==> src/rtl/mcp_controller_if.sv <==
// Control, decode and memory-handshake bundle between the RV32I multi-cycle sequencer
// and its datapath/memory. master = sequencer side, slave = datapath/memory side.
interface mcp_controller_if;
    logic [31:0] instr_i;
    logic        br_taken_i;
    logic        mem_ready_i;
    logic        mem_req_o;
    logic        mem_we_o;
    logic        addr_sel_o;
    logic        ir_write_o;
    logic        pc_write_o;
    logic        pc_sel_o;
    logic [2:0]  imm_sel_o;
    logic        a_sel_o;
    logic        b_sel_o;
    logic [3:0]  alu_op_o;
    logic        reg_write_o;
    logic [1:0]  wb_sel_o;
    logic        halted_o;
    logic [31:0] cycle_cnt_o;
    logic [31:0] instret_cnt_o;

    modport master (
        input  instr_i, br_taken_i, mem_ready_i,
        output mem_req_o, mem_we_o, addr_sel_o, ir_write_o, pc_write_o, pc_sel_o,
               imm_sel_o, a_sel_o, b_sel_o, alu_op_o, reg_write_o, wb_sel_o,
               halted_o, cycle_cnt_o, instret_cnt_o
    );

    modport slave (
        output instr_i, br_taken_i, mem_ready_i,
        input  mem_req_o, mem_we_o, addr_sel_o, ir_write_o, pc_write_o, pc_sel_o,
               imm_sel_o, a_sel_o, b_sel_o, alu_op_o, reg_write_o, wb_sel_o,
               halted_o, cycle_cnt_o, instret_cnt_o
    );
endinterface

==> src/rtl/mcp_controller.sv <==
// Multi-cycle RV32I sequencer: FETCH/DECODE/EXEC/MEM/WB over a shared ALU and memory port.
// Optional performance counters are built when MCP_PERF_CNT_EN is defined.
module mcp_controller #(
    parameter bit HALT_ON_ILLEGAL = 1'b1
) (
    input logic             clk_i,
    input logic             rst_n_i,
    mcp_controller_if.master bus
);

    typedef enum logic [2:0] {
        S_IDLE, S_FETCH, S_DECODE, S_EXEC, S_MEM, S_WB, S_HALT
    } state_t;

    localparam logic [6:0] OP_R      = 7'b0110011;
    localparam logic [6:0] OP_I      = 7'b0010011;
    localparam logic [6:0] OP_LOAD   = 7'b0000011;
    localparam logic [6:0] OP_STORE  = 7'b0100011;
    localparam logic [6:0] OP_BRANCH = 7'b1100011;
    localparam logic [6:0] OP_JAL    = 7'b1101111;
    localparam logic [6:0] OP_JALR   = 7'b1100111;
    localparam logic [6:0] OP_LUI    = 7'b0110111;
    localparam logic [6:0] OP_AUIPC  = 7'b0010111;

    localparam logic [3:0] ALU_ADD = 4'd0, ALU_SUB = 4'd1, ALU_SLL = 4'd2, ALU_SLT = 4'd3,
                           ALU_SLTU = 4'd4, ALU_XOR = 4'd5, ALU_SRL = 4'd6, ALU_SRA = 4'd7,
                           ALU_OR = 4'd8, ALU_AND = 4'd9, ALU_PASSB = 4'd10;

    state_t state_reg;

    logic [6:0] opcode;
    logic [2:0] funct3;
    logic       funct7_5;
    logic [4:0] rd;
    logic       unused_instr_bits;

    assign opcode   = bus.instr_i[6:0];
    assign rd       = bus.instr_i[11:7];
    assign funct3   = bus.instr_i[14:12];
    assign funct7_5 = bus.instr_i[30];
    assign unused_instr_bits = ^{bus.instr_i[31], bus.instr_i[29:15]};

    logic is_r, is_i, is_load, is_store, is_branch, is_jal, is_jalr, is_lui, is_auipc;
    logic legal, writes_rd;

    assign is_r      = (opcode == OP_R);
    assign is_i      = (opcode == OP_I);
    assign is_load   = (opcode == OP_LOAD);
    assign is_store  = (opcode == OP_STORE);
    assign is_branch = (opcode == OP_BRANCH);
    assign is_jal    = (opcode == OP_JAL);
    assign is_jalr   = (opcode == OP_JALR);
    assign is_lui    = (opcode == OP_LUI);
    assign is_auipc  = (opcode == OP_AUIPC);
    // SYSTEM (ECALL/EBREAK) is not in the set, so it falls out as illegal here
    assign legal     = is_r | is_i | is_load | is_store | is_branch | is_jal | is_jalr | is_lui | is_auipc;
    assign writes_rd = is_r | is_i | is_load | is_jal | is_jalr | is_lui | is_auipc;

    logic [2:0] imm_sel_dec;
    logic       a_sel_dec, b_sel_dec;
    logic [3:0] alu_op_dec;
    logic [1:0] wb_sel_dec;

    always_comb begin
        imm_sel_dec = 3'd0;
        if (is_store)                imm_sel_dec = 3'd1;
        else if (is_branch)          imm_sel_dec = 3'd2;
        else if (is_lui || is_auipc) imm_sel_dec = 3'd3;
        else if (is_jal)             imm_sel_dec = 3'd4;

        a_sel_dec  = is_branch | is_jal | is_auipc;
        b_sel_dec  = ~is_r;
        wb_sel_dec = is_load ? 2'd1 : ((is_jal | is_jalr) ? 2'd2 : 2'd0);

        alu_op_dec = ALU_ADD;
        if (is_r || is_i) begin
            case (funct3)
                3'd0: alu_op_dec = (is_r && funct7_5) ? ALU_SUB : ALU_ADD;
                3'd1: alu_op_dec = ALU_SLL;
                3'd2: alu_op_dec = ALU_SLT;
                3'd3: alu_op_dec = ALU_SLTU;
                3'd4: alu_op_dec = ALU_XOR;
                3'd5: alu_op_dec = funct7_5 ? ALU_SRA : ALU_SRL;
                3'd6: alu_op_dec = ALU_OR;
                default: alu_op_dec = ALU_AND;
            endcase
        end else if (is_lui) begin
            alu_op_dec = ALU_PASSB;
        end
    end

    logic       mem_req, mem_we, addr_sel, ir_write, pc_write, pc_sel;
    logic [2:0] imm_sel;
    logic       a_sel, b_sel, reg_write, halted;
    logic [3:0] alu_op;
    logic [1:0] wb_sel;

    // Illegal opcodes decode to no flags, so a NOP in WB gets pc_sel=0 and no reg_write
    always_comb begin
        mem_req   = 1'b0;
        mem_we    = 1'b0;
        addr_sel  = 1'b0;
        ir_write  = 1'b0;
        pc_write  = 1'b0;
        pc_sel    = 1'b0;
        imm_sel   = 3'd0;
        a_sel     = 1'b0;
        b_sel     = 1'b0;
        alu_op    = ALU_ADD;
        reg_write = 1'b0;
        wb_sel    = 2'd0;
        halted    = 1'b0;
        case (state_reg)
            S_FETCH: begin
                mem_req  = 1'b1;
                ir_write = bus.mem_ready_i;
            end
            S_DECODE: imm_sel = imm_sel_dec;
            S_EXEC: begin
                imm_sel = imm_sel_dec;
                a_sel   = a_sel_dec;
                b_sel   = b_sel_dec;
                alu_op  = alu_op_dec;
            end
            S_MEM: begin
                mem_req  = 1'b1;
                addr_sel = 1'b1;
                mem_we   = is_store;
                imm_sel  = imm_sel_dec;
                pc_write = is_store & bus.mem_ready_i;
            end
            S_WB: begin
                imm_sel   = imm_sel_dec;
                wb_sel    = wb_sel_dec;
                pc_write  = 1'b1;
                pc_sel    = is_jal | is_jalr | (is_branch & bus.br_taken_i);
                reg_write = writes_rd & (rd != 5'd0);
            end
            S_HALT: halted = 1'b1;
            default: ;
        endcase
    end

    always_ff @(posedge clk_i or negedge rst_n_i) begin
        if (!rst_n_i) begin
            state_reg <= S_IDLE;
        end else begin
            case (state_reg)
                S_IDLE:  state_reg <= S_FETCH;
                S_FETCH: if (bus.mem_ready_i) state_reg <= S_DECODE;
                S_DECODE: begin
                    if (legal)                state_reg <= S_EXEC;
                    else if (HALT_ON_ILLEGAL) state_reg <= S_HALT;
                    else                      state_reg <= S_WB;
                end
                S_EXEC:  state_reg <= (is_load || is_store) ? S_MEM : S_WB;
                S_MEM: begin
                    if (bus.mem_ready_i) state_reg <= is_store ? S_FETCH : S_WB;
                end
                S_WB:    state_reg <= S_FETCH;
                S_HALT:  state_reg <= S_HALT;
                default: state_reg <= S_IDLE;
            endcase
        end
    end

    assign bus.mem_req_o   = mem_req;
    assign bus.mem_we_o    = mem_we;
    assign bus.addr_sel_o  = addr_sel;
    assign bus.ir_write_o  = ir_write;
    assign bus.pc_write_o  = pc_write;
    assign bus.pc_sel_o    = pc_sel;
    assign bus.imm_sel_o   = imm_sel;
    assign bus.a_sel_o     = a_sel;
    assign bus.b_sel_o     = b_sel;
    assign bus.alu_op_o    = alu_op;
    assign bus.reg_write_o = reg_write;
    assign bus.wb_sel_o    = wb_sel;
    assign bus.halted_o    = halted;

`ifdef MCP_PERF_CNT_EN
    logic [31:0] cycle_cnt_reg, instret_cnt_reg;

    always_ff @(posedge clk_i or negedge rst_n_i) begin
        if (!rst_n_i) begin
            cycle_cnt_reg   <= '0;
            instret_cnt_reg <= '0;
        end else begin
            if (state_reg inside {S_FETCH, S_DECODE, S_EXEC, S_MEM, S_WB})
                cycle_cnt_reg <= cycle_cnt_reg + 32'd1;
            if (pc_write)
                instret_cnt_reg <= instret_cnt_reg + 32'd1;
        end
    end

    assign bus.cycle_cnt_o   = cycle_cnt_reg;
    assign bus.instret_cnt_o = instret_cnt_reg;
`else
    assign bus.cycle_cnt_o   = '0;
    assign bus.instret_cnt_o = '0;
`endif

endmodule

==> src/flat_wrapper.sv <==
// flat-port wrapper written by rule: the top's interface ports become plain ports
module mcp_controller_flat 
#(
    parameter bit HALT_ON_ILLEGAL = 1'b1
)
  (clk_i, rst_n_i, bus_instr_i, bus_br_taken_i, bus_mem_ready_i, bus_mem_req_o, bus_mem_we_o, bus_addr_sel_o, bus_ir_write_o, bus_pc_write_o, bus_pc_sel_o, bus_imm_sel_o, bus_a_sel_o, bus_b_sel_o, bus_alu_op_o, bus_reg_write_o, bus_wb_sel_o, bus_halted_o, bus_cycle_cnt_o, bus_instret_cnt_o);
  mcp_controller_if bus_i ();
  input logic clk_i;
  input logic rst_n_i;
  input wire logic [$bits(bus_i.instr_i)-1:0] bus_instr_i;
  input wire logic [$bits(bus_i.br_taken_i)-1:0] bus_br_taken_i;
  input wire logic [$bits(bus_i.mem_ready_i)-1:0] bus_mem_ready_i;
  output wire logic [$bits(bus_i.mem_req_o)-1:0] bus_mem_req_o;
  output wire logic [$bits(bus_i.mem_we_o)-1:0] bus_mem_we_o;
  output wire logic [$bits(bus_i.addr_sel_o)-1:0] bus_addr_sel_o;
  output wire logic [$bits(bus_i.ir_write_o)-1:0] bus_ir_write_o;
  output wire logic [$bits(bus_i.pc_write_o)-1:0] bus_pc_write_o;
  output wire logic [$bits(bus_i.pc_sel_o)-1:0] bus_pc_sel_o;
  output wire logic [$bits(bus_i.imm_sel_o)-1:0] bus_imm_sel_o;
  output wire logic [$bits(bus_i.a_sel_o)-1:0] bus_a_sel_o;
  output wire logic [$bits(bus_i.b_sel_o)-1:0] bus_b_sel_o;
  output wire logic [$bits(bus_i.alu_op_o)-1:0] bus_alu_op_o;
  output wire logic [$bits(bus_i.reg_write_o)-1:0] bus_reg_write_o;
  output wire logic [$bits(bus_i.wb_sel_o)-1:0] bus_wb_sel_o;
  output wire logic [$bits(bus_i.halted_o)-1:0] bus_halted_o;
  output wire logic [$bits(bus_i.cycle_cnt_o)-1:0] bus_cycle_cnt_o;
  output wire logic [$bits(bus_i.instret_cnt_o)-1:0] bus_instret_cnt_o;
  assign bus_i.instr_i = bus_instr_i;
  assign bus_i.br_taken_i = bus_br_taken_i;
  assign bus_i.mem_ready_i = bus_mem_ready_i;
  assign bus_mem_req_o = bus_i.mem_req_o;
  assign bus_mem_we_o = bus_i.mem_we_o;
  assign bus_addr_sel_o = bus_i.addr_sel_o;
  assign bus_ir_write_o = bus_i.ir_write_o;
  assign bus_pc_write_o = bus_i.pc_write_o;
  assign bus_pc_sel_o = bus_i.pc_sel_o;
  assign bus_imm_sel_o = bus_i.imm_sel_o;
  assign bus_a_sel_o = bus_i.a_sel_o;
  assign bus_b_sel_o = bus_i.b_sel_o;
  assign bus_alu_op_o = bus_i.alu_op_o;
  assign bus_reg_write_o = bus_i.reg_write_o;
  assign bus_wb_sel_o = bus_i.wb_sel_o;
  assign bus_halted_o = bus_i.halted_o;
  assign bus_cycle_cnt_o = bus_i.cycle_cnt_o;
  assign bus_instret_cnt_o = bus_i.instret_cnt_o;
  mcp_controller #(.HALT_ON_ILLEGAL(HALT_ON_ILLEGAL)) u_core (.clk_i(clk_i), .rst_n_i(rst_n_i), .bus(bus_i));
endmodule
==> config.mk <==
export PLATFORM = sky130hd
export DESIGN_NAME = mcp_controller_flat
export DESIGN_NICKNAME = d
export VERILOG_FILES = /design/src/rtl/mcp_controller_if.sv /design/src/rtl/mcp_controller.sv /design/src/flat_wrapper.sv
export SDC_FILE = /design/constraint.sdc
export NUM_CORES = 1
export LEC_CHECK = 0
export CORE_MARGIN = 3
export CORE_UTILIZATION = 30
export DETAILED_ROUTE_END_ITERATION = 8
export HOLD_SLACK_MARGIN = 0.12
export PLACE_DENSITY = 0.86
export SYNTH_ARGS = -nofsm -noshare
export SYNTH_HDL_FRONTEND = slang
export SYNTH_SLANG_ARGS = --single-unit
export TNS_END_PERCENT = 5
==> constraint.sdc <==
create_clock -name clk_i -period 3.79 [get_ports clk_i]
set_input_delay 1.137 -clock clk_i [delete_from_list [all_inputs] [get_ports clk_i]]
set_output_delay 1.137 -clock clk_i [all_outputs]
set_load 0.005 [all_outputs]
-- Yosys cells after proc, flatten, opt, wreduce, memory -nomap -nowiden
Index checks and enable logic that the tools add are counted.
- register bits: 3
- input bits: 36
- output and inout bits: 83
- logic and storage cells: 85
- equal/unequal tests: 23
- muxes and demuxes: 30
- bitwise gates (word level): 20
- reduce and logical (&&, ||, !) cells: 11
- operator list (cell ; count):
    $pmux W4 S7 ; 1
    $mux W3 ; 9
    $eq A7 B6 Y1 const B ; 3
    $eq A7 B7 Y1 const B ; 3
    $eq A3 B3 Y1 const B ; 6
    $pmux W3 S6 ; 1
    $or A1 B1 Y1 ; 16
    $eq A7 B5 Y1 const B ; 2
    $eq A3 B2 Y1 const B ; 4
    $mux W1 ; 12
    $mux W4 ; 3
    $eq A7 B2 Y1 const B ; 1
    $eq A3 B1 Y1 const B ; 2
    $logic_not A3 Y1 ; 2
    $mux W2 ; 3
    $reduce_bool A5 Y1 ; 1
    $ne A2 B2 Y1 const B ; 2
    $reduce_or A2 Y1 ; 2
    $reduce_or A4 Y1 ; 1
    $and A1 B1 Y1 ; 3
    $logic_or A1 B1 Y1 ; 3
    $pmux W1 S2 ; 1
    $reduce_and A2 Y1 ; 1
    $logic_and A1 B1 Y1 ; 1
    $not A1 Y1 ; 1

-- Depth between registers and ports, before layout
Gate-level depths: netlist (run 1).
- depth after elaboration: 11
- gate-level depth with buffers: 4
- gate-level depth less buffers: 4

-- Worst setup path before layout (run 1)
OpenSTA, ideal clock, no wires.
- path type: input-to-output
- start point: input bus_instr_i[1]
- end point: output bus_alu_op_o[0]
- data arrival time: 1961 ps
- required time: 2653 ps
- setup slack: 692 ps
- cell stages on the path: 4
- path buffers: 0
- path through: and2_1 -> and4_4 -> nand3_2 -> a2111oi_2
- word-level cells in the longest chain between the ends: 6
- elaborated cells between the ends (all ways): 8
- classes of those cells: 2 x eq/ne; 4 x mux; 2 x reduce/logical
- RTL lines (element ; RTL line ; source):
    start, declared ; flat_wrapper.sv:10 ; input wire logic [$bits(bus_i.instr_i)-1:0] bus_instr_i;
    $eq A7 B6 Y1 ; mcp_controller.sv:46 ; assign is_r = (opcode == OP_R);
    $logic_and A1 B1 Y1 ; mcp_controller.sv:78 ; 3'd0: alu_op_dec = (is_r && funct7_5) ? ALU_SUB : ALU_ADD;
    $mux W1 ; mcp_controller.sv:78 ;
    $pmux W4 S7 ; mcp_controller.sv:77 ; case (funct3)
    $mux W4 (*) ; mcp_controller.sv:76 ; if (is_r || is_i) begin
    $mux W4 (*) ; mcp_controller.sv:113 ; case (state_reg)
    end, declared ; flat_wrapper.sv:22 ; output wire logic [$bits(bus_i.alu_op_o)-1:0] bus_alu_op_o;
Every way passes the cells marked *; elsewhere a longest branch is shown, timed or not.

-- Worst setup path in the final report (run 1)
- start point: input bus_instr_i[6]
- end point: output bus_imm_sel_o[1]
- word-level cells in the longest chain between the ends: 6
- elaborated cells between the ends (all ways): 9
- classes of those cells: 4 x eq/ne; 4 x mux; 1 x reduce/logical
- RTL lines (element ; RTL line ; source):
    $eq A7 B6 Y1 / $eq A7 B5 Y1 (equally long branches) ; mcp_controller.sv:53, mcp_controller.sv:54 ;
    $logic_or A1 B1 Y1 ; mcp_controller.sv:68 ; else if (is_lui || is_auipc) imm_sel_dec = 3'd3;
    $mux W3 ; mcp_controller.sv:68 ;
    $mux W3 ; mcp_controller.sv:67 ; else if (is_branch) imm_sel_dec = 3'd2;
    $mux W3 (*) ; mcp_controller.sv:66 ; if (is_store) imm_sel_dec = 3'd1;
    $mux W3 (*) ; mcp_controller.sv:113 ;
    end, declared ; flat_wrapper.sv:19 ; output wire logic [$bits(bus_i.imm_sel_o)-1:0] bus_imm_sel_o;
Marked as above.

==> results of run 1 <==
worst min path at each step:
stage	start	end	slack [ps]
floorplan	u_core.state_reg[0]	u_core.state_reg[2]	560
global placement	u_core.state_reg[1]	u_core.state_reg[1]	650
detailed placement	u_core.state_reg[1]	u_core.state_reg[1]	650
CTS	u_core.state_reg[1]	u_core.state_reg[1]	670
global route	u_core.state_reg[1]	u_core.state_reg[1]	700
finish	u_core.state_reg[1]	u_core.state_reg[1]	680
timing repair:
action	in CTS	in global routing
setup endpoints to repair	15	6
resized for setup	21	8
pin swaps	2	2
setup buffers	1	1
endpoints found under the hold margin	0	0
worst reg2reg max path: stages, from the launching register on:
cell	delay (ps)
sky130_fd_sc_hd__dfrtp_1	480
sky130_fd_sc_hd__and2b_1	310
sky130_fd_sc_hd__a21boi_0	230
sky130_fd_sc_hd__o32a_1	190
report_power, final:
group | internal, uW | leakage, uW | total [uW] | switching [uW]
clock | 39.4 | 0.0000150 | 55.6 | 16.2
sequential | 46.1 | 0.0000367 | 82.1 | 36.0
combinational | 113 | 0.000682 | 213 | 99.2
total | 199 | 0.000734 | 350 | 151
cells in the mapped netlist (2+ instances only):
master	n
sky130_fd_sc_hd__nand4_1	2
sky130_fd_sc_hd__buf_4	65
sky130_fd_sc_hd__and3_1	3
sky130_fd_sc_hd__nor2b_1	2
sky130_fd_sc_hd__nor2_1	7
sky130_fd_sc_hd__inv_1	6
sky130_fd_sc_hd__buf_6	2
sky130_fd_sc_hd__a21oi_1	9
sky130_fd_sc_hd__o21ai_0	5
sky130_fd_sc_hd__nand2_1	8
sky130_fd_sc_hd__nor3b_1	2
sky130_fd_sc_hd__nand3_1	2
sky130_fd_sc_hd__dfrtp_1	3
sky130_fd_sc_hd__and2b_1	2
sky130_fd_sc_hd__nor3_1	4
stage by stage:
step / hold WS (ps) / instances / instance area, um2
CTS: 668 / 250 / 1400
floorplan: 556 / 209 / 1310
global route: 697 / 251 / 1400
global placement: 645 / 245 / 1380
detailed placement: 654 / 245 / 1380
finish: 676 / 251 / 1400
area by class of cell:
cell class	count	area (um2)	share of cell area
Clock buffer	4	26.3	0.0188
Sequential cell	3	75.1	0.0536
Multi-Input combinational cell	133	712	0.508
Timing Repair Buffer	59	508	0.363
Inverter	6	22.5	0.0161
Tap cell	46	57.6	0.0411
logic make-up after synthesis:
logic type,count (synthesis),synth area share
XOR/XNOR,1,0.00818
multiplexers,1,0.0105
AO/OA/AOI/OAI,25,0.167
AND/OR/NAND/NOR,42,0.243
buffers and inverters,73,0.498
other,1,0.00350
flip-flops,3,0.0701
metal layers:
layer  part of all wire  up-vias
li1                   -      488
met1               0.35      412
met2               0.48       66
met5                  0        -
met4              0.013        0
met3               0.16        2
==> impl_table.tex, run 1 <==
\begin{tabular}{lr}
\hline
Metric & Value \\
\hline
\multicolumn{2}{l}{\textbf{Yosys}} \\
\quad Number of flops mapped to enable cells by yosys & 0 \\
\quad Sequential-to-total area share from yosys stat & 0.0701 \\
\quad Synth unique cells & 39 \\
\quad Cells after synthesis & 146 \\
\quad Total number of yosys warnings & 0 \\
\quad Async set-or-reset flop fraction in the synthesized netlist & 1.00 \\
\quad Share of the synthesized area in the top cell type & 0.456 \\
\quad Flip-flop cell with the highest count after synthesis & sky130\_fd\_sc\_hd\_\_dfrtp\_1 \\
\quad Mapped Area & 1070 um2 \\
\quad Mean Syn Cell Area & 7.34 um2 \\
\quad Synthesized flop and latch total & 3 \\
\quad Synth area leaders & sky130\_fd\_sc\_hd\_\_buf\_4 (46\%), sky130\_fd\_sc\_hd\_\_dfrtp\_1 (7.0\%), sky130\_fd\_sc\_hd\_\_a21oi\_1 (4.2\%) \\
\quad Leading area contributor after synthesis & sky130\_fd\_sc\_hd\_\_buf\_4 \\
\multicolumn{2}{l}{\textbf{Critical path}} \\
\quad Biggest cell delay along the critical path & 510 ps \\
\quad Category of the worst setup path capture point & output port \\
\quad R2r worst-path depth & 3 \\
\quad Reg-to-reg startpoint & u\_core.state\_reg[2] \\
\quad Category of cells accounting for the largest share of critical-path delay & buffers and inverters \\
\quad Timing startpoint of the critical path & bus\_instr\_i[6] \\
\quad Data required time at the worst endpoint & 2650 ps \\
\quad Dominant cell type by count on the critical path & sky130\_fd\_sc\_hd\_\_clkdlybuf4s50\_1 \\
\quad Worst setup path endpoint & bus\_imm\_sel\_o[1] \\
\quad Worst r2r dst & u\_core.state\_reg[0] \\
\quad Chain of cells forming the critical path & clkdlybuf4s50\_1 > buf\_4 > nor3b\_4 > nand3\_2 > a21oi\_1 > clkdlybuf4s50\_1 \\
\quad Number of stages on the worst setup path & 6 \\
\quad Crit Path Class & input port to output port \\
\quad Worst path slowest cell & sky130\_fd\_sc\_hd\_\_clkdlybuf4s50\_1 \\
\quad Minimum setup slack among reg-to-reg paths & 2510 ps \\
\quad Critical path buffers and inverters & 3 \\
\quad Maximum net fanout on the critical path & 4 \\
\quad Arrival time of the worst setup path & 2750 ps \\
\quad Crit path launch type & input port \\
\multicolumn{2}{l}{\textbf{Pwr}} \\
\quad Worst IR Drop VDD & 0.110 mV \\
\quad Power per Cell Area & 250 nW/um2 \\
\quad Total power of the final layout & 350 uW \\
\quad Reported leakage power & 0.000734 uW \\
\multicolumn{2}{l}{\textbf{GRT}} \\
\quad Global-route wire length before repair & 3110 um \\
\quad M2 GR Usage & 0.164 \\
\quad Met3 Use GR & 0.0342 \\
\quad Met1 track demand over resource in global routing & 0.0839 \\
\quad Antenna violations before repair & 0 \\
\quad Total routing usage reported by global routing & 0.0912 \\
\quad Maximum number of pins on one net before global-route repair & 11 \\
\quad Via count of the first global-routing pass & 754 \\
\quad Layer carrying the most global-route usage & met2 \\
\quad Total overflow reported by the global router & 0 \\
\multicolumn{2}{l}{\textbf{Place}} \\
\quad Setup WS pre-CTS & -413 ps \\
\quad Final RePlAce weighted congestion & 0.795 \\
\quad Post-detail-place hpwl & 2030 um \\
\quad Number of I/O port buffers & 38 \\
\multicolumn{2}{l}{\textbf{Route}} \\
\quad Number of vias per cell & 3.86 \\
\quad Wire length reported by the detailed router & 2320 um \\
\quad Via count & 968 \\
\quad Wire length per cell after detailed routing & 9.24 um \\
\quad Remaining antenna violation count after routing & 0 \\
\quad Remaining routing DRC violations & 0 \\
\quad Number of violations reported at the end of detailed-routing iteration 0 & 26 \\
\quad Count of TritonRoute iterations in the first routing pass & 4 \\
\multicolumn{2}{l}{\textbf{Clock network}} \\
\quad Sinks on the clock net & 3 \\
\quad Hold bufs inserted after CTS & 0 \\
\quad Worst-skew pair later-pin latency & 230 ps \\
\quad Number of buffers between clock root and the deepest sink & 2 \\
\quad CTS Root Cell & sky130\_fd\_sc\_hd\_\_clkbuf\_4 \\
\quad Clock tree from TritonCTS & built \\
\quad Clock transition time at the flip-flop clock pins of the worst setup and hold paths & 30 ps \\
\quad TritonCTS Buffers & 3 \\
\quad Clock H-tree levels & 1 \\
\multicolumn{2}{l}{\textbf{Timing}} \\
\quad Maximum clock frequency & 258 MHz \\
\quad Final count of hold timing violations & 0 \\
\quad Final critical-path required period & 3880 ps \\
\quad Final Max Tran Viols & 0 \\
\quad Number of setup violations in the final report & 1 \\
\quad Worst Clk Skew & 2.59 ps \\
\quad Final worst-path setup slack & -93.5 ps \\
\quad Setup\_tns & -93.5 ps \\
\quad RSZ-0062 raised after global routing & yes \\
\quad Ratio of final minimum period to clock period & 1.02 \\
\multicolumn{2}{l}{\textbf{Floorplanning}} \\
\quad Chip width & 65.8 um \\
\quad Initial cell density of the core & 0.316 \\
\quad IO Count & 119 \\
\quad Die area & 4320 um2 \\
\quad Core outline area & 3390 um2 \\
\quad Standard-cell row count & 21 \\
\quad Die Span Y & 65.8 um \\
\multicolumn{2}{l}{\textbf{Flow run}} \\
\quad Max\_cap viols & 0 \\
\multicolumn{2}{l}{\textbf{Finish}} \\
\quad Final net count & 242 \\
\quad Fillers & 351 \\
\quad Commonest non-fill, non-tap cells in the layout & sky130\_fd\_sc\_hd\_\_conb\_1 (64), sky130\_fd\_sc\_hd\_\_clkdlybuf4s50\_1 (22), sky130\_fd\_sc\_hd\_\_buf\_4 (21), sky130\_fd\_sc\_hd\_\_dlygate4sd2\_1 (10), sky130\_fd\_sc\_hd\_\_a21oi\_1 (9) \\
\quad Most frequent standard cell in the layout excluding fill and tap cells & sky130\_fd\_sc\_hd\_\_conb\_1 \\
\quad Max reg flops & 3 \\
\quad Post-synthesis to final-layout area growth & 30.8\% \\
\quad Diode count & 0 \\
\quad Fraction of layout instances using a drive strength above 1 & 0.195 \\
\quad Post-layout util & 0.413 \\
\multicolumn{2}{l}{\textbf{Min path}} \\
\quad Hold depth & 1 \\
\quad Path category of the worst min-delay check & register to register \\
\multicolumn{2}{l}{\textbf{Run status}} \\
\quad Failing checks & setup timing \\
\quad Status & complete, but fails checks \\
\hline
\end{tabular}
Power figures use the tool's default switching activity.
==> inputs of run 2 (changes only) <==
CAP_MARGIN = 30   (was not set)
PLACE_DENSITY = 0.82   (was 0.86)
==> impl_table.tex, run 2 (same netlist as run 1, synthesis figures left out) <==
\begin{tabular}{lr}
\hline
Metric & Value \\
\hline
\multicolumn{2}{l}{\textbf{Run status}} \\
\quad Status & complete, but fails checks \\
\quad Failing checks & setup timing \\
\multicolumn{2}{l}{\textbf{Floorplanning}} \\
\quad Initial cell density of the core & 0.316 \\
\quad Die Span Y & 65.8 um \\
\quad Core outline area & 3390 um2 \\
\quad IO Count & 119 \\
\quad Die area & 4320 um2 \\
\quad Chip width & 65.8 um \\
\quad Standard-cell row count & 21 \\
\multicolumn{2}{l}{\textbf{Critical path}} \\
\quad Category of cells accounting for the largest share of critical-path delay & buffers and inverters \\
\quad Crit Path Class & input port to output port \\
\quad Maximum net fanout on the critical path & 5 \\
\quad Biggest cell delay along the critical path & 520 ps \\
\quad Chain of cells forming the critical path & clkdlybuf4s50\_1 > buf\_4 > nor3b\_4 > nand4\_1 > a21oi\_1 > clkdlybuf4s50\_1 \\
\quad Worst path slowest cell & sky130\_fd\_sc\_hd\_\_clkdlybuf4s50\_1 \\
\quad Category of the worst setup path capture point & output port \\
\quad Dominant cell type by count on the critical path & sky130\_fd\_sc\_hd\_\_clkdlybuf4s50\_1 \\
\quad Critical path buffers and inverters & 3 \\
\quad Data required time at the worst endpoint & 2650 ps \\
\quad Arrival time of the worst setup path & 2840 ps \\
\quad Crit path launch type & input port \\
\multicolumn{2}{l}{\textbf{Pwr}} \\
\quad Worst IR Drop VDD & 0.105 mV \\
\quad Total power of the final layout & 362 uW \\
\quad Power per Cell Area & 258 nW/um2 \\
\quad Reported leakage power & 0.000754 uW \\
\multicolumn{2}{l}{\textbf{Finish}} \\
\quad Most frequent standard cell in the layout excluding fill and tap cells & sky130\_fd\_sc\_hd\_\_conb\_1 \\
\quad Fraction of layout instances using a drive strength above 1 & 0.194 \\
\quad Fillers & 355 \\
\quad Diode count & 0 \\
\quad Final net count & 238 \\
\quad Post-synthesis to final-layout area growth & 31.0\% \\
\quad Commonest non-fill, non-tap cells in the layout & sky130\_fd\_sc\_hd\_\_conb\_1 (64), sky130\_fd\_sc\_hd\_\_clkdlybuf4s50\_1 (23), sky130\_fd\_sc\_hd\_\_buf\_4 (17) \\
\quad Max reg flops & 3 \\
\multicolumn{2}{l}{\textbf{Flow run}} \\
\quad Max\_cap viols & 0 \\
\multicolumn{2}{l}{\textbf{GRT}} \\
\quad Global-route wire length before repair & 3690 um \\
\quad Total routing usage reported by global routing & 0.107 \\
\quad Via count of the first global-routing pass & 853 \\
\quad Maximum number of pins on one net before global-route repair & 11 \\
\quad Total overflow reported by the global router & 0 \\
\quad Antenna violations before repair & 0 \\
\multicolumn{2}{l}{\textbf{Route}} \\
\quad Number of violations reported at the end of detailed-routing iteration 0 & 41 \\
\quad Number of vias per cell & 3.98 \\
\quad Remaining antenna violation count after routing & 0 \\
\quad Wire length reported by the detailed router & 2590 um \\
\quad Wire length per cell after detailed routing & 10.5 um \\
\quad Count of TritonRoute iterations in the first routing pass & 4 \\
\quad Via count & 983 \\
\quad Remaining routing DRC violations & 0 \\
\multicolumn{2}{l}{\textbf{Timing}} \\
\quad Setup\_tns & -342 ps \\
\quad RSZ-0062 raised after global routing & yes \\
\quad Maximum clock frequency & 252 MHz \\
\quad Final Max Tran Viols & 0 \\
\quad Ratio of final minimum period to clock period & 1.05 \\
\quad Final worst-path setup slack & -184 ps \\
\quad Final critical-path required period & 3970 ps \\
\quad Worst Clk Skew & 5.16 ps \\
\quad Number of setup violations in the final report & 3 \\
\quad Final count of hold timing violations & 0 \\
\multicolumn{2}{l}{\textbf{Clock network}} \\
\quad CTS Root Cell & sky130\_fd\_sc\_hd\_\_clkbuf\_4 \\
\quad Number of buffers between clock root and the deepest sink & 2 \\
\quad TritonCTS Buffers & 3 \\
\quad Clock H-tree levels & 1 \\
\quad Clock transition time at the flip-flop clock pins of the worst setup and hold paths & 30 ps \\
\quad Worst-skew pair later-pin latency & 240 ps \\
\quad Clock tree from TritonCTS & built \\
\quad Sinks on the clock net & 3 \\
\quad Hold bufs inserted after CTS & 0 \\
\multicolumn{2}{l}{\textbf{Min path}} \\
\quad Path category of the worst min-delay check & register to register \\
\multicolumn{2}{l}{\textbf{Place}} \\
\quad Final RePlAce weighted congestion & 0.819 \\
\quad Post-detail-place hpwl & 2220 um \\
\quad Number of I/O port buffers & 38 \\
\hline
\end{tabular}
==> run 2: cell count changes in the layout (fill, tap and decap cells not counted), sizes merged <==
cell | before | now
buf | 22 | 19
clkbuf | 7 | 6
clkdlybuf4s50 | 22 | 23
dlygate4sd2 | 10 | 6
dlymetal6s2s | 1 | 4
==> run 2: path summary, 6_finish.rpt <==
path                       depth (start not counted)             endpoint                start  slack (ps)
max in group asynchronous                          1  u_core.state_reg[1]              rst_n_i        2560
hold reg to reg                                    1  u_core.state_reg[1]  u_core.state_reg[1]         680
hold / removal                                     1  u_core.state_reg[1]  u_core.state_reg[1]         680
setup reg to reg                                   3  u_core.state_reg[0]  u_core.state_reg[2]        2480
setup / recovery                                   6      bus_alu_op_o[1]       bus_instr_i[6]        -180
min in group asynchronous                          1  u_core.state_reg[0]              rst_n_i        1080
==> run 2: area by class of cell <==
cell class | instances | area (um2) | share of cell area
flip-flops and latches | 3 | 75.1 | 0.0535
well taps | 46 | 57.6 | 0.0410
repair buffers | 55 | 492 | 0.351
inverters | 6 | 22.5 | 0.0161
clock buffers | 4 | 26.3 | 0.0187
multi-input cells | 133 | 729 | 0.520
==> run 2: timing repair <==
item                                    4_1_cts  5_1_grt
endpoints found under the setup margin       14       13
resized for setup                            18       15
setup buffers                                 0        1
pin swaps                                     2        4
==> run 2: power by group <==
part,internal [uW],leakage [uW],switching [uW],total (uW)
clock network,39.5,0.0000150,17.0,56.4
logic,115,0.000702,108,223
registers,46.0,0.0000367,36.1,82.2
==> run 2: worst register-to-register path, delay by kind of cell, from the launching register on <==
family | cells | cell delay [ps]
simple gates | 1 | 310
flops | 1 | 480
compound gates | 2 | 450
==> run 2: per-layer routing <==
metal	global-route usage	vias to the layer above	routed length, um
li1	-	482	-
met1	0.102	429	855
met2	0.205	68	1380
met3	0.0239	4	311
met4	0.0648	0	36
met5	0	-	0
==> run 2: through the flow <==
stage	utilization	cells	setup WS (ps)	instance area [um2]	hold WS, ps
3_5_place_dp	0.400	242	-400	1360	662
6_report	0.414	247	-184	1400	675
3_3_place_gp	0.400	242	-353	1360	641
4_1_cts	0.405	246	-231	1370	670
5_1_grt	0.414	247	-251	1400	741
2_1_floorplan	-	209	692	1310	556
==> variant 1 (flow settings as in run 2) <==
`HALT_ON_ILLEGAL` is set to 1'b1 in 2 places; all go to 1'b0.
--- a/src/rtl/mcp_controller.sv
+++ b/src/rtl/mcp_controller.sv
@@ -2,5 +2,5 @@
 // Optional performance counters are built when MCP_PERF_CNT_EN is defined.
 module mcp_controller #(
-    parameter bit HALT_ON_ILLEGAL = 1'b1
+    parameter bit HALT_ON_ILLEGAL = 1'b0
 ) (
     input logic             clk_i,
--- a/src/flat_wrapper.sv
+++ b/src/flat_wrapper.sv
@@ -2,5 +2,5 @@
 module mcp_controller_flat 
 #(
-    parameter bit HALT_ON_ILLEGAL = 1'b1
+    parameter bit HALT_ON_ILLEGAL = 1'b0
 )
   (clk_i, rst_n_i, bus_instr_i, bus_br_taken_i, bus_mem_ready_i, bus_mem_req_o, bus_mem_we_o, bus_addr_sel_o, bus_ir_write_o, bus_pc_write_o, bus_pc_sel_o, bus_imm_sel_o, bus_a_sel_o, bus_b_sel_o, bus_alu_op_o, bus_reg_write_o, bus_wb_sel_o, bus_halted_o, bus_cycle_cnt_o, bus_instret_cnt_o);
Formal check against the unedited RTL: not equivalent (Yosys sat finds a counterexample within 4 cycles, from zero or initial values and one cycle with rst_n_i low).
==> variant 1 against run 2 <==
  * Worst setup slack better by 0.30 ns
  * Routed wire length increased by 9.9%
  * Cell area increased by 6.5%
  * Utilization rose by 5.3 points
  * Sequential cell count unchanged
  * Power up 5.7%
  * Synthesized area shrank 0.82%
  * Combinational power increased by 6%
  * Largest cell class unchanged
  * Highest routed layer unchanged
==> variant 1: results (changes against run 2) <==
Mux cell area share after synthesis = 0.0212 (+0.0107)
Vias in the first global route = 915 (+7.3%)
Reg2reg setup slack = 2.53 ns (+0.05 ns)
Final wirelength = 2.84 mm (+9.9%)
Post-Synth XOR/XNOR Area = 0.00824 (+0.0000674)
Layout cells sized above 1 = 0.251 (+0.0572)
Worst r2r src = u_core.state_reg[0]$_DFFE_PN0P_
Met2 Wirelength = 1.52 mm (+9.9%)
Worst r2r dst = u_core.state_reg[2]$_DFFE_PN0P_
WL met1 = 982 µm (+15%)
Status = completed
Met3 GRT Util = 0.0359 (+0.0120)
GPL Wtd Cong = 0.771 (-5.9%)
HPWL Detailed = 2.11 mm (-5.0%)
Post-Route Skew = 0.00229 ns (-0.00287 ns)
CP endpoint = bus_mem_we_o
CP arrival = 2.53 ns (-0.31 ns)
# resized after CTS = 49 (+31)
Commonest cells in the netlist = buf_4, nor2_1, a21oi_1
Area contributors post-synth = buf_4, dfrtp_1, a21oi_1
Lkg Pwr = 0.763 nW (+1.2%)
Switching power = 0.000172 W (+6.8%)
Via Count = 1038 (+5.6%)
Global router's overall resource usage = 0.119 (+0.0118)
# Post-CTS Setup Buffers = 3 (+3)
Compound-cell area share of the yosys netlist = 0.127 (-0.0398)
Synth cell types = 35 (-10%)
DP Area = 0.00136 mm² (+0.55%)
-- variant 1: changes by cell type after synthesis, sizes merged, moves of 3 or more --
cell | run 2 | this run
nor3 | 4 | 7
clkbuf | 0 | 3
and3 | 3 | 0
inv | 6 | 3
nand3b | 0 | 3
nand2b | 1 | 4
-- variant 1: cell type report --
class / instances / area (µm²)
fill: 331 / 1710
multi-input combinational: 139 / 801
inverter: 3 / 11.3
tap: 44 / 55.1
timing repair buffer: 62 / 526
clock buffer: 4 / 26.3
sequential: 3 / 75.1
-- variant 1: worst max-delay path, delay by kind of cell --
kind	cells	cell delay, ns
buffers and inverters	3	0.40
AND/OR/NAND/NOR	3	1.00
-- variant 1: worst min-delay path by stage --
stage                                                from                              end  slack (ns)  cells past startpoint
after CTS                 u_core.state_reg[1]$_DFFE_PN0P_  u_core.state_reg[2]$_DFFE_PN0P_        0.78                      2
after detailed placement  u_core.state_reg[1]$_DFFE_PN0P_  u_core.state_reg[2]$_DFFE_PN0P_        0.76                      2
final                     u_core.state_reg[2]$_DFFE_PN0P_  u_core.state_reg[0]$_DFFE_PN0P_        0.80                      2
after global routing      u_core.state_reg[1]$_DFFE_PN0P_  u_core.state_reg[2]$_DFFE_PN0P_        0.82                      2
after global placement    u_core.state_reg[1]$_DFFE_PN0P_  u_core.state_reg[2]$_DFFE_PN0P_        0.76                      2
after floorplan           u_core.state_reg[1]$_DFFE_PN0P_  u_core.state_reg[2]$_DFFE_PN0P_        0.57                      2
-- variant 1: stage by stage --
step | total power [W] | instances | setup WS [ns]
after detailed placement | 0.000313 | 245 | -0.582
after global routing | 0.000417 | 255 | 0.0833
after floorplan | 0.000251 | 214 | 0.449
after global placement | 0.000309 | 245 | -0.568
after CTS | 0.000379 | 252 | -0.198
final | 0.000382 | 255 | 0.121
==> variant 2 (flow settings as in run 2) <==
Without the edit above. Re-encode `state_t` (7 states) as Gray code, 3 bits wide.
--- a/src/rtl/mcp_controller.sv
+++ b/src/rtl/mcp_controller.sv
@@ -10,5 +10,5 @@
 
     typedef enum logic [2:0] {
-        S_IDLE, S_FETCH, S_DECODE, S_EXEC, S_MEM, S_WB, S_HALT
+        S_IDLE = 3'b000, S_FETCH = 3'b001, S_DECODE = 3'b011, S_EXEC = 3'b010, S_MEM = 3'b110, S_WB = 3'b111, S_HALT = 3'b101
     } state_t;
 
Check against the original RTL: no difference found for any inputs over 10 cycles, from zero or initial values and one cycle with rst_n_i low; not proved beyond that.
==> variant 2 against run 2 <==
  * Sequential cell count is the same
  * Synthesized cell count down 1.4%
  * Worst setup slack better by 0.28 ns
  * Count of clock-buffer cells in the layout unchanged
  * Global-route usage decreased by 0.32 points
  * Synthesized area decreased by 0.12%
  * Power fell by 16%
  * Routed wire length decreased by 3.2%
  * Combinational power is 22% lower
  * Cell area is 5.0% higher
  * Via count grew 0.10%
  * Clock power grew 2%
  * Die area fell by 0.11%
  * Critical path type unchanged
  * Largest power group unchanged
  * Highest routed layer unchanged
==> variant 2: results (changes against run 2) <==
Status = completed
CP max stage delay = 0.26 ns (-0.26 ns)
Global router's overall resource usage = 0.104 (-0.00315)
Non-filler cells in the finished layout = 252 (+2.0%)
Path category of the worst min-delay check = reg2reg
Worst Hold Endpoint = u_core.state_reg[1]$_DFFE_PN0P_
WL/cell = 9.94 µm (-5.1%)
Vias per std cell = 3.90 (-1.9%)
GR Layer Usage met1 = 0.113 (+0.0103)
Number of warnings issued by yosys = 0 (unchanged)
M2 GR Usage = 0.184 (-0.0213)
Initial antenna violation count = 0 (unchanged)
Commonest cells in the netlist = buf_4, nand2_1, nor2_1
Worst r2r src = u_core.state_reg[1]$_DFFE_PN0P_
Peak supply drop = 0.0000890 V (-16%)
CP endpoint = bus_alu_op_o[0]
Worst r2r dst = u_core.state_reg[0]$_DFFE_PN0P_
Reg2reg setup slack = 2.32 ns (-0.16 ns)
Startpoint types = input port
First-pass GRT wire length = 3.60 mm (-2.4%)
Hold depth = 1 (unchanged)
Hold path start = u_core.state_reg[0]$_DFFE_PN0P_
Vias in the first global route = 828 (-2.9%)
Layout cells sized above 1 = 0.209 (+0.0147)
Final Hold Vio Count = 0 (unchanged)
Post-Syn Area per Cell = 7.43 µm² (+1.3%)
Buffers added on ports = 38 (unchanged)
Main flop type after synthesis = dfrtp_1
Pre-CTS setup slack = -0.465 ns (-0.0649 ns)
Slowest CP cell = dlygate4sd2_1
CP arrival = 2.55 ns (-0.29 ns)
Seq/Total Area, Yosys = 0.0702 (+0.0000820)
Met2 Wirelength = 1.25 mm (-9.6%)
HPWL Detailed = 2.02 mm (-8.7%)
Critical path launch point = bus_instr_i[0]
Number of DRC markers in iteration 0 = 17 (-59%)
First drt pass iteration count = 4 (unchanged)
CTS H-tree depth = 1 (unchanged)
Met3 WL = 313 µm (+0.64%)
FILL cells = 358 (+0.85%)
Lkg Pwr = 0.801 nW (+6.3%)
Area contributors post-synth = buf_4, dfrtp_1, nand2_1
Met3 GRT Util = 0.0291 (+0.00513)
Final Cycle Share = 0.974 (-0.0749)
Synth cell types = 38 (-2.6%)
R2R cell count = 4 (+1)
Ys async rst share = 1.00 (unchanged)
Post-Route Skew = 0.00105 ns (-0.00412 ns)
WL met1 = 928 µm (+8.5%)
Placed cell count = 243 (+0.41%)
GPL Wtd Cong = 0.715 (-13%)
Largest net degree at the start of global routing = 14 (+3)
## variant 2: cell types whose count changed after synthesis, moves of 2 or more
cell and delta:
and2b_1 -2, buf_6 -2, and3_1 -3, nor2_1 +2, nand2_1 +2, clkbuf_1 +3
o21a_1 +2, nand4_1 -2, o22ai_1 +2, inv_1 -4, a221o_1 +2, a21oi_1 -3
## variant 2: cell type report
type | instances | share of cell area
well taps | 46 | 0.0391
repair buffers | 63 | 0.378
flip-flops and latches | 3 | 0.0510
multi-input cells | 134 | 0.509
inverters | 2 | 0.00510
clock buffers | 4 | 0.0178
## variant 2: logic make-up (layout without fill, tap and decap cells)
| kind of cell | after synthesis | count (layout) | share of synthesized area |
|---|---|---|---|
| other cells | 1 | 64 | 0.00351 |
| buf+inv | 70 | 69 | 0.471 |
| flops | 3 | 3 | 0.0702 |
| simple gates | 44 | 44 | 0.277 |
| compound gates | 24 | 24 | 0.159 |
| xor+xnor | 1 | 1 | 0.00819 |
| mux | 1 | 1 | 0.0105 |
## variant 2: per-stage QoR
stage | hold slack (ns) | area [µm²] | TNS (ns)
after global routing | 0.760 | 1470 | 0
after CTS | 0.689 | 1450 | -1.03
after detailed placement | 0.687 | 1400 | -4.14
final | 0.702 | 1470 | 0
after global placement | 0.681 | 1400 | -3.99
after floorplan | 0.663 | 1310 | 0
## variant 2: repair_timing
action | 4_1_cts | 5_1_grt
setup buffers | 5 | 0
gates resized for setup | 33 | 10
setup endpoints to repair | 15 | 13
pin swaps | 3 | 2
hold buffers | 0 | 0
## variant 2: where the power goes
| group | internal, W | switching, W |
|---|---|---|
| Clock | 0.0000395 | 0.0000179 |
| Sequential | 0.0000427 | 0.0000291 |
| Combinational | 0.0000973 | 0.0000775 |
| Total | 0.000180 | 0.000124 |
